**src/rtl/edge_sum_trigger.sv**
```systemverilog
// edge_sum_trigger
//   Decimates offset-binary ADC samples by summation, forms a differential
//   step metric (sum of newest W decimated values minus the W before them)
//   and pulses trig when the metric crosses a threshold in the chosen polarity.
// Ports:
//   ap_clk, ap_rst        single clock, synchronous active-high reset
//   enable                0->1 latches configuration and restarts; low = IDLE
//   datain, datain_vld    raw ADC sample and its strobe
//   abs_mode, downsample_num, window_width, threshold, edge_mode, holdoff
//                         run configuration, sampled only on restart
//   dsout, dsout_vld      signed decimated sum
//   metric, metric_vld    signed sumA - sumB
//   trig                  one-cycle trigger pulse, aligned with metric_vld
//   busy                  high in FILL, RUN or HOLDOFF
module edge_sum_trigger #(
  parameter int DATA_W   = 10,
  parameter int DS_CNT_W = 8,
  parameter int WIN_MAX  = 32
) (
  input  logic                                           ap_clk,
  input  logic                                           ap_rst,
  input  logic                                           enable,
  input  logic [DATA_W-1:0]                              datain,
  input  logic                                           datain_vld,
  input  logic                                           abs_mode,
  input  logic [DS_CNT_W-1:0]                            downsample_num,
  input  logic [$clog2(WIN_MAX):0]                       window_width,
  input  logic [DATA_W+DS_CNT_W+$clog2(WIN_MAX)-1:0]     threshold,
  input  logic [1:0]                                     edge_mode,
  input  logic [15:0]                                    holdoff,
  output logic [DATA_W+DS_CNT_W-1:0]                     dsout,
  output logic                                           dsout_vld,
  output logic [DATA_W+DS_CNT_W+$clog2(WIN_MAX):0]       metric,
  output logic                                           metric_vld,
  output logic                                           trig,
  output logic                                           busy
);
  localparam int LOG_WIN = $clog2(WIN_MAX);
  localparam int DS_W    = DATA_W + DS_CNT_W;
  localparam int WS_W    = DS_W + LOG_WIN;
  localparam int M_W     = WS_W + 1;
  localparam int WIN_W   = LOG_WIN + 1;
  localparam int BUF_D   = 2 * WIN_MAX;

  typedef enum logic [1:0] {ST_IDLE, ST_FILL, ST_RUN, ST_HOLD} state_t;

  state_t                  r_state, w_state_n;
  logic                    r_en_d;
  logic [DS_CNT_W-1:0]     r_n_m1, r_cnt, w_n_m1;
  logic [WIN_W-1:0]        r_w, w_w_lat;
  logic                    r_abs;
  logic [M_W-2:0]          r_thr;
  logic [1:0]              r_mode;
  logic [15:0]             r_holdoff, r_ho_cnt, w_ho_n;
  logic                    r_armed, w_armed_n;
  logic [WIN_W:0]          r_fill_cnt, w_fill_n, w_w2;
  logic signed [DS_W-1:0]  r_acc, r_dsout;
  logic                    r_dsout_vld;
  logic signed [DS_W-1:0]  r_buf [BUF_D];
  logic [BUF_D-1:0]        r_bvld;
  logic [WIN_W-1:0]        r_wr, w_idx1, w_idx2;
  logic signed [WS_W-1:0]  r_sum_a, r_sum_b;
  logic signed [M_W-1:0]   r_metric;
  logic                    r_metric_vld, r_trig;

  logic                    w_restart, w_eval, w_mvld_n, w_trig_n;

  // Sample conditioning: flipping the MSB subtracts midscale from offset binary.
  logic signed [DATA_W-1:0] w_s_off;
  logic signed [DS_W-1:0]   w_s_ext, w_s, w_acc_sum;
  logic                     w_accept, w_ds_last;

  assign w_s_off   = {~datain[DATA_W-1], datain[DATA_W-2:0]};
  assign w_s_ext   = {{DS_CNT_W{w_s_off[DATA_W-1]}}, w_s_off};
  assign w_s       = (r_abs && w_s_ext[DS_W-1]) ? -w_s_ext : w_s_ext;
  assign w_accept  = enable && datain_vld && (r_state != ST_IDLE);
  assign w_ds_last = (r_cnt == r_n_m1);
  assign w_acc_sum = r_acc + w_s;

  // Window arithmetic
  logic                    w_win_evt;
  logic signed [DS_W-1:0]  w_old1, w_old2;
  logic signed [WS_W-1:0]  w_v_x, w_o1_x, w_o2_x, w_sum_a_n, w_sum_b_n;
  logic signed [M_W-1:0]   w_metric_n, w_thr;
  logic                    w_cond;

  assign w_win_evt  = enable && r_dsout_vld && (r_state != ST_IDLE);
  assign w_w2       = {r_w, 1'b0};
  assign w_idx1     = r_wr - r_w;
  assign w_idx2     = r_wr - w_w2[WIN_W-1:0];
  // Entries not written since restart read as zero via the valid mask,
  // equivalent to clearing the whole buffer on restart.
  assign w_old1     = r_bvld[w_idx1] ? r_buf[w_idx1] : '0;
  assign w_old2     = r_bvld[w_idx2] ? r_buf[w_idx2] : '0;
  assign w_v_x      = {{LOG_WIN{r_dsout[DS_W-1]}}, r_dsout};
  assign w_o1_x     = {{LOG_WIN{w_old1[DS_W-1]}}, w_old1};
  assign w_o2_x     = {{LOG_WIN{w_old2[DS_W-1]}}, w_old2};
  assign w_sum_a_n  = r_sum_a + w_v_x - w_o1_x;
  assign w_sum_b_n  = r_sum_b + w_o1_x - w_o2_x;
  assign w_metric_n = {w_sum_a_n[WS_W-1], w_sum_a_n} - {w_sum_b_n[WS_W-1], w_sum_b_n};
  assign w_thr      = {1'b0, r_thr};
  assign w_cond     = (r_mode[0] && (w_metric_n >= w_thr)) ||
                      (r_mode[1] && (w_metric_n <= -w_thr));

  always_comb begin
    w_n_m1 = (downsample_num == '0) ? '0 : downsample_num - 1'b1;
    if (window_width == '0)
      w_w_lat = WIN_W'(1);
    else if (window_width > WIN_W'(WIN_MAX))
      w_w_lat = WIN_W'(WIN_MAX);
    else
      w_w_lat = window_width;
  end

  always_comb begin
    w_state_n = r_state;
    w_restart = 1'b0;
    w_eval    = 1'b0;
    w_mvld_n  = 1'b0;
    w_trig_n  = 1'b0;
    w_armed_n = r_armed;
    w_fill_n  = r_fill_cnt;
    w_ho_n    = r_ho_cnt;
    if (!enable) begin
      w_state_n = ST_IDLE;
    end else begin
      case (r_state)
        ST_IDLE: begin
          if (!r_en_d) begin
            w_restart = 1'b1;
            w_state_n = ST_FILL;
            w_fill_n  = '0;
            w_ho_n    = '0;
            w_armed_n = 1'b1;
          end
        end
        ST_FILL: begin
          if (r_dsout_vld) begin
            if (r_fill_cnt + 1'b1 == w_w2)
              w_eval = 1'b1;
            else
              w_fill_n = r_fill_cnt + 1'b1;
          end
        end
        ST_RUN: w_eval = r_dsout_vld;
        ST_HOLD: begin
          if (r_dsout_vld) begin
            w_mvld_n = 1'b1;
            if (!w_cond)
              w_armed_n = 1'b1;
            if (r_ho_cnt + 16'd1 == r_holdoff) begin
              w_state_n = ST_RUN;
              w_ho_n    = '0;
            end else begin
              w_ho_n = r_ho_cnt + 16'd1;
            end
          end
        end
        default: w_state_n = ST_IDLE;
      endcase
      if (w_eval) begin
        w_mvld_n = 1'b1;
        if (w_cond && r_armed) begin
          w_trig_n  = 1'b1;
          w_armed_n = 1'b0;
          w_ho_n    = '0;
          w_state_n = (r_holdoff == '0) ? ST_RUN : ST_HOLD;
        end else begin
          if (!w_cond)
            w_armed_n = 1'b1;
          w_state_n = ST_RUN;
        end
      end
    end
  end

  always_ff @(posedge ap_clk) begin
    if (ap_rst) begin
      r_state    <= ST_IDLE;
      r_armed    <= 1'b1;
      r_fill_cnt <= '0;
      r_ho_cnt   <= '0;
    end else begin
      r_state    <= w_state_n;
      r_armed    <= w_armed_n;
      r_fill_cnt <= w_fill_n;
      r_ho_cnt   <= w_ho_n;
    end
  end

  always_ff @(posedge ap_clk) begin
    if (w_win_evt)
      r_buf[r_wr] <= r_dsout;
  end

  always_ff @(posedge ap_clk) begin
    if (ap_rst) begin
      // Reset as "previously enabled" so a run needs a fresh 0->1 on enable.
      r_en_d       <= 1'b1;
      r_n_m1       <= '0;
      r_w          <= WIN_W'(1);
      r_abs        <= 1'b0;
      r_thr        <= '0;
      r_mode       <= '0;
      r_holdoff    <= '0;
      r_cnt        <= '0;
      r_acc        <= '0;
      r_dsout      <= '0;
      r_dsout_vld  <= 1'b0;
      r_bvld       <= '0;
      r_wr         <= '0;
      r_sum_a      <= '0;
      r_sum_b      <= '0;
      r_metric     <= '0;
      r_metric_vld <= 1'b0;
      r_trig       <= 1'b0;
    end else begin
      r_en_d <= enable;
      if (w_restart) begin
        r_n_m1       <= w_n_m1;
        r_w          <= w_w_lat;
        r_abs        <= abs_mode;
        r_thr        <= threshold;
        r_mode       <= edge_mode;
        r_holdoff    <= holdoff;
        r_cnt        <= '0;
        r_acc        <= '0;
        r_dsout      <= '0;
        r_dsout_vld  <= 1'b0;
        r_bvld       <= '0;
        r_wr         <= '0;
        r_sum_a      <= '0;
        r_sum_b      <= '0;
        r_metric     <= '0;
        r_metric_vld <= 1'b0;
        r_trig       <= 1'b0;
      end else if (!enable) begin
        r_dsout      <= '0;
        r_dsout_vld  <= 1'b0;
        r_metric     <= '0;
        r_metric_vld <= 1'b0;
        r_trig       <= 1'b0;
      end else begin
        r_dsout_vld <= 1'b0;
        if (w_accept) begin
          if (w_ds_last) begin
            r_dsout     <= w_acc_sum;
            r_dsout_vld <= 1'b1;
            r_acc       <= '0;
            r_cnt       <= '0;
          end else begin
            r_acc <= w_acc_sum;
            r_cnt <= r_cnt + 1'b1;
          end
        end
        r_metric_vld <= w_mvld_n;
        r_trig       <= w_trig_n;
        if (w_win_evt) begin
          r_bvld[r_wr] <= 1'b1;
          r_wr         <= r_wr + 1'b1;
          r_sum_a      <= w_sum_a_n;
          r_sum_b      <= w_sum_b_n;
          r_metric     <= w_metric_n;
        end
      end
    end
  end

  assign dsout      = r_dsout;
  assign dsout_vld  = r_dsout_vld;
  assign metric     = r_metric;
  assign metric_vld = r_metric_vld;
  assign trig       = r_trig;
  assign busy       = (r_state != ST_IDLE);

endmodule

```
**config.mk**
```make
export PLATFORM = sky130hd
export DESIGN_NAME = edge_sum_trigger
export DESIGN_NICKNAME = d
export VERILOG_FILES = /design/src/rtl/edge_sum_trigger.sv
export SDC_FILE = /design/constraint.sdc
export NUM_CORES = 2
export LEC_CHECK = 0
export BUFFER_PORTS_ARGS = -buffer_cell sky130_fd_sc_hd__buf_4
export CORE_MARGIN = 1
export CORE_UTILIZATION = 60
export CTS_CLUSTER_DIAMETER = 30
export CTS_CLUSTER_SIZE = 12
export DETAILED_ROUTE_END_ITERATION = 7
export PLACE_DENSITY = 0.77
export SKIP_CTS_REPAIR_TIMING = 1
export SLEW_MARGIN = 30
export SYNTH_ARGS = -nofsm -noshare
export SYNTH_HDL_FRONTEND = slang
export SYNTH_SLANG_ARGS = --single-unit
export TNS_END_PERCENT = 10
```
**constraint.sdc**
```tcl
create_clock -name ap_clk -period 17.6 [get_ports ap_clk]
set_input_delay 0.88 -clock ap_clk [delete_from_list [all_inputs] [get_ports ap_clk]]
set_output_delay 0.88 -clock ap_clk [all_outputs]
set_load 0.005 [all_outputs]
```
* Word level (Yosys, flattened, before mapping)
Memories as Yosys holds them, arrays and structs flattened.
Index checks and enable logic that the tools add are counted.
** Word-level totals
- Memory bits (writable) :: 1152
- Input port bits :: 70
- Register bits after elaboration :: 270
- Output and inout port bits :: 46
- Memories kept :: 1
- Logic and storage cells :: 141
** Memories
- r_buf :: words 64, bits a word 18, rd ports 2, clocked after Yosys merged registers in 0, wr ports 1, RTL line 59 : logic signed [DS_W-1:0] r_buf [BUF_D];
** Operators by class
- Bitwise operators :: 5
- Equal/unequal tests :: 12
- Multiplexer cells :: 52
- Reduce and logical (&&, ||, !) cells :: 27
- Magnitude comparators :: 7
- Add/sub/neg operators :: 15
** Operators by type and width (count)
- 2-to-1 mux 16 bit :: 5
- 2-to-1 mux 18 bit :: 4
- bitwise OR 64 bit :: 1
- adder 23 x 18 -> 23 bit :: 2
- subtractor 23 x 18 -> 23 bit :: 2
- one-hot mux 16 bit (2 select lines) :: 1
- >= comparator 24 bit :: 1
- <= comparator 24 bit :: 1
- 2-to-1 mux 1 bit :: 24
- negator 23 -> 24 bit :: 1
- subtractor 23 x 23 -> 24 bit :: 1
- less-than comparator 6 x 7 -> 1 bit, second input constant :: 3
- 2-to-1 mux 7 bit :: 3
- adder 18 bit :: 1
- negator 10 -> 18 bit :: 1
- adder 16 x 1 -> 16 bit, second input constant :: 1
- equality test 16 bit :: 1
- logical NOT 16 bit :: 1
- 2-to-1 mux 8 bit :: 2
- one-hot mux 7 bit (2 select lines) :: 1
- binary-select mux 1 bit (select 6 bit) :: 2
- 2-to-1 mux 6 bit :: 2
- subtractor 6 bit :: 2
- logical AND 1 bit :: 9
- other kinds (29) :: 46

* Depth between registers and ports, before layout
- Depth in word-level cells :: 16
- Mapped depth :: 52
- Gate-level depth less buffers :: 44

* Worst setup path after synthesis
OpenSTA, ideal clock, no wires.
- Kind :: reg-to-reg
- Start :: register r_wr[0]
- End :: register r_ho_cnt[3]
- Stages on the path, launching flop included :: 48
- Data arrival time :: 10.754 ns
- Slack :: 6.717 ns
- Required time :: 17.472 ns
- Period minus slack after synthesis :: 10.883 ns
- Path buffers :: 12
- Path through :: dfxtp_1 buf_6 buf_4 buf_4 buf_2 buf_2 buf_2 inv_1 ha_1 fa_1 buf_2 buf_4 buf_4 buf_2 buf_2 clkbuf_1 mux4_2 mux4_2 [12 not listed] a21boi_0 o21ai_0 a21oi_1 o21ai_0 a21bo_2 o21ai_0 xor2_1 ha_1 nand4_1 nor2_1 nand4_1 or4_1 or4_1 o2111ai_1 a211oi_2 or2_4 a22oi_1 o41ai_2
** RTL lines
- start: declaration :: RTL line 61 : logic [WIN_W-1:0] r_wr, w_idx1, w_idx2;
- start signal: assignment :: RTL line 260 : r_wr <= r_wr + 1'b1;
- subtractor 6 bit * :: RTL line 89 : assign w_idx1 = r_wr - r_w;
- binary-select mux 1 bit (select 6 bit) :: RTL line 93 : assign w_old1 = r_bvld[w_idx1] ? r_buf[w_idx1] : '0;
- 2-to-1 mux 1 bit (implied by the code) :: RTL line 93
- 2-to-1 mux 18 bit * :: RTL line 93
- subtractor 23 x 18 -> 23 bit * :: RTL line 98 : assign w_sum_a_n = r_sum_a + w_v_x - w_o1_x;
- via w_sum_a_n[11] :: RTL line 83 : logic signed [WS_W-1:0] w_v_x, w_o1_x, w_o2_x, w_sum_a_n, w_sum_b_n;
- subtractor 23 x 23 -> 24 bit * :: RTL line 100 : assign w_metric_n = {w_sum_a_n[WS_W-1], w_sum_a_n} - {w_sum_b_n[WS_W-1], w_sum_b_n};
- via w_metric_n[19] :: RTL line 84 : logic signed [M_W-1:0] w_metric_n, w_thr;
- >= comparator 24 bit / <= comparator 24 bit (equally long branches) :: RTL line 102, 103
- logical AND 1 bit (on tied branches) :: RTL line 102, 103
- logical OR 1 bit * :: RTL line 102 : assign w_cond = (r_mode[0] && (w_metric_n >= w_thr)) ||
- logical AND 1 bit * :: RTL line 163 : if (w_cond && r_armed) begin
- 2-to-1 mux 16 bit * :: RTL line 163
- 2-to-1 mux 16 bit * :: RTL line 161 : if (w_eval) begin
- end signal: assignment :: RTL line 187 : r_ho_cnt <= w_ho_n;
- end: declaration :: RTL line 54 : logic [15:0] r_holdoff, r_ho_cnt, w_ho_n;
Mark *: on every way through the listed nets, which the timed path passes. The rest lies on a longest branch. The select of a mux whose other input is x is not followed.
A chain may end at the register's enable or synchronous reset.

* Worst setup path in the final report
- Start :: register r_wr[0]
- End :: register r_ho_cnt[5]
The elaborated chain is that of the path after synthesis.

==> flow_summary_export.csv <==
group,metric,value,unit
hold_path,hp-start,"downsample_num[0]",
clocking,clock-root-buffer,"clkbuf_16",
floorplan,die_w,348,µm
worst_setup_path,worst_setup_path_end_kind,"register",
worst_setup_path,cp_num_buf_inv,4,
placement,io_buffers,115,
hold_path,hp-class,"in -> reg",
layout,design_area,84900,µm²
worst_setup_path,worstSetupPathType,"reg -> reg",
power,power_per_cell_area,121,nW/µm²
floorplan,fp.dieH,348,µm
placement,place_congestion,0.954,
route,wl_per_cell,34.7,µm
global_routing,antenna_found_initial,9,
layout,multi_input_area,30200,µm²
sta,final-setup-viol-count,0,
job,maxCapViolations,0,
synthesis,ys_ff_latch,1422,
clocking,cts_buffer_depth,4,
worst_setup_path,max_stage_delay,1.18,ns
synthesis,synth_edf_count,1152,
synthesis,ys_seq_area_share,55.7,%
worst_setup_path,arrival,13.73,ns
synthesis,synth_fp_nets,4913,
worst_setup_path,cp-start-kind,"register",
global_routing,grt_pass1_vias,49600,
sta,finClkSkew,0.0829,ns
outcome,outcome,"finished clean",
layout,seqCellArea,40000,µm²
power,report.power.total,10300,µW
worst_setup_path,r2r_start,"r_wr[0]$_SDFFE_PP0P_",
layout,drive_gt1_share,31.4,%
sta,fmax,0.0771,GHz
layout,finalNetCount,5174,
layout,fill_cells,6868,
synthesis,synth_cell_types,96,
synthesis,syn_area,71900,µm²
clocking,insertion_delay,0.92,ns
global_routing,grt_pass1_wl,337000,µm
global_routing,grt_max_degree,124,
synthesis,synth.most_common_cell,"edfxtp_1",
sta,fin_crit_sh,73.7,%
synthesis,synth_commonest_cells,"edfxtp_1, mux4_2, nand2_1",
sta,finalWorstSetupSlack,4.62,ns
worst_setup_path,r2r_end,"r_ho_cnt[5]$_SDFFE_PP0P_",
sta,post-route-min-period,12.98,ns
hold_path,whs_path_depth,2,
route,ant_nets,0,
route,vias,49200,
worst_setup_path,crit_fanout,123,
clocking,numCtsBuffers,293,
worst_setup_path,crit_slowest_cell,"fa_4",
floorplan,num_rows,126,
sta,rsz0062_at_grt,"false",
synthesis,synthArstFlopShare,0,%
power,peakVddDrop,0.101,mV
floorplan,start_util,60.7,%
route,viasPerCell,7.31,
route,wirelength,233000,µm
worst_setup_path,reg2reg_setup_slack,4.62,ns
placement,dp_hpwl,126000,µm
route,drc,0,
synthesis,synth_top_area_cell,"edfxtp_1",
synthesis,ys.flop_type,"edfxtp_1",
synthesis,yosys.area.top_type_share,48.1,%
floorplan,num_io_pins,116,
worst_setup_path,crit_top_cell,"o21ai_0",
clocking,clk_pin_slew,0.05,ns
sta,relSlewSlack,26.5,%
worst_setup_path,worstPathRequired,18.35,ns
floorplan,core,118000,µm²
synthesis,syn_avg_cell_area,15.5,µm²
route,drt_iter0_markers,7740,
worst_setup_path,cp_top_family,"compound AO/OA/AOI/OAI gates",
sta,maxSlewViolCount,0,
global_routing,track_usage,38.8,%
global_routing,grt-ovfl-total,0,
sta,hold_viol,0,
layout,area_delta_synth_final,18.1,%
clocking,clock-sinks,1422,
sta,fin_setup_tns,0,ns
synthesis,yosysWarnings,0,
placement,place_area,74800,µm²
sta,tightest_slew,1.10,ns
floorplan,dieArea,121000,µm²
placement,dp_worst_setup_slack,5.02,ns
clocking,cts_max_level,5,
worst_setup_path,r2r_cells,37,
clocking,cts_tree,"done",
synthesis,synthCells,4644,
power,power_leakage,0.0258,µW
hold_path,worstHoldEndpoint,"r_n_m1[0]$_SDFFE_PP0P_",
synthesis,synthTopCellsByArea,"edfxtp_1, mux4_2, dfxtp_1, ha_1, nand2_1",
route,dr.pass1.iters,8,
-- flip-flops by register name, indices dropped and copies added, names as in the netlist, 8 cells and up --
signal,flops
r_sum_a,23
r_sum_b,23
r_cnt,8
r_n_m1,8
metric,24
r_ho_cnt,16
r_holdoff,16
r_bvld,64
r_acc,18
dsout,18
r_buf,1152
r_thr,23
-- routing by layer --
layer	wire length (µm)	GRT usage, %
met1	76000	48.4
met2	106000	58.6
met3	32800	11.7
met4	18800	26.7
met5	0	0
-- logic make-up (layout without fill, tap and decap cells) --
group / Yosys count / after routing / synth area share, %
compound gates: 537 / 537 / 4.72
xor+xnor: 169 / 169 / 2.13
fa+ha+maj: 199 / 199 / 3.97
buf+inv: 469 / 950 / 2.78
flops: 1422 / 1422 / 55.7
mux: 786 / 786 / 24.1
other cells: 0 / 3 / 0
simple gates: 1062 / 1062 / 6.61
-- cell usage in the layout, fill, tap and decap left out, types with 11 or more instances in the layout --
master      netlist  routed
clkinv_1          0      23
mux2i_1          27      27
o211ai_1         15      15
mux4_2          756     756
a21o_1           29      29
nor2_1          359     294
a211oi_1         47      47
o21a_1           18      18
nor2b_1          41      41
clkinvlp_4        0      30
fa_1             48      46
and3_1           13      13
nand2b_1         15      14
a31oi_1          11      11
or3_1            19      19
ha_1            151     149
o211a_1          13      13
buf_4            13     234
nand2_1         412     409
xor2_1           62      61
clkinv_2          0      29
a21oi_1         215     214
nand4_1          17      17
a22oi_1          14      14
xnor2_1         103     100
a211o_1          14      14
inv_1           191     191
bufinv_16         0      44
clkbuf_1        114      27
clkinv_4          0      27
nor3_1           36      36
nor2_2            1      63
nand3_1          74      74
inv_6             0      21
dfxtp_1         270     251
clkbuf_16         0     302
nor4_1           16      16
dfxtp_2           0      18
o21ai_0          87      87
edfxtp_1       1152    1152
-- cell type report --
type / count / area share, %
diodes: 3 / 0.00885
clock buffers: 333 / 9.09
clock inverters: 182 / 2.69
inverters: 191 / 0.845
multi-input cells: 2753 / 35.5
flip-flops and latches: 1422 / 47.2
well taps: 1600 / 2.36
repair buffers: 244 / 2.30
-- power by group --
part	internal, µW	total, µW	switching, µW	leakage (µW)
Combinational	391	1010	616	0.0101
Clock	3790	5680	1890	0.00481
Sequential	3600	3610	8.93	0.0109
Total	7790	10300	2510	0.0258
-- worst max-delay path by stage --
stage | startpoint | to | slack (ns) | cells after the start
2_1_floorplan | r_wr[0]$_SDFFE_PP0P_ | r_ho_cnt[3]$_SDFFE_PP0P_ | 6.72 | 47
3_3_place_gp | r_wr[0]$_SDFFE_PP0P_ | r_ho_cnt[15]$_SDFFE_PP0P_ | 5.08 | 37
3_5_place_dp | r_wr[0]$_SDFFE_PP0P_ | r_ho_cnt[5]$_SDFFE_PP0P_ | 5.02 | 37
4_1_cts | r_wr[0]$_SDFFE_PP0P_ | r_ho_cnt[5]$_SDFFE_PP0P_ | 4.92 | 37
5_1_grt | r_wr[0]$_SDFFE_PP0P_ | r_ho_cnt[5]$_SDFFE_PP0P_ | 4.07 | 37
6_report | r_wr[0]$_SDFFE_PP0P_ | r_ho_cnt[5]$_SDFFE_PP0P_ | 4.62 | 37
-- stage by stage --
step	hold slack, ns	util, %	cells
floorplan	0.432	-	4644
global placement	0.442	63.2	6209
detailed placement	0.448	63.2	6210
CTS	0.185	71.7	6725
global route	0.219	71.7	6726
finish	0.219	71.7	6728
Power figures use the tool's default switching activity.
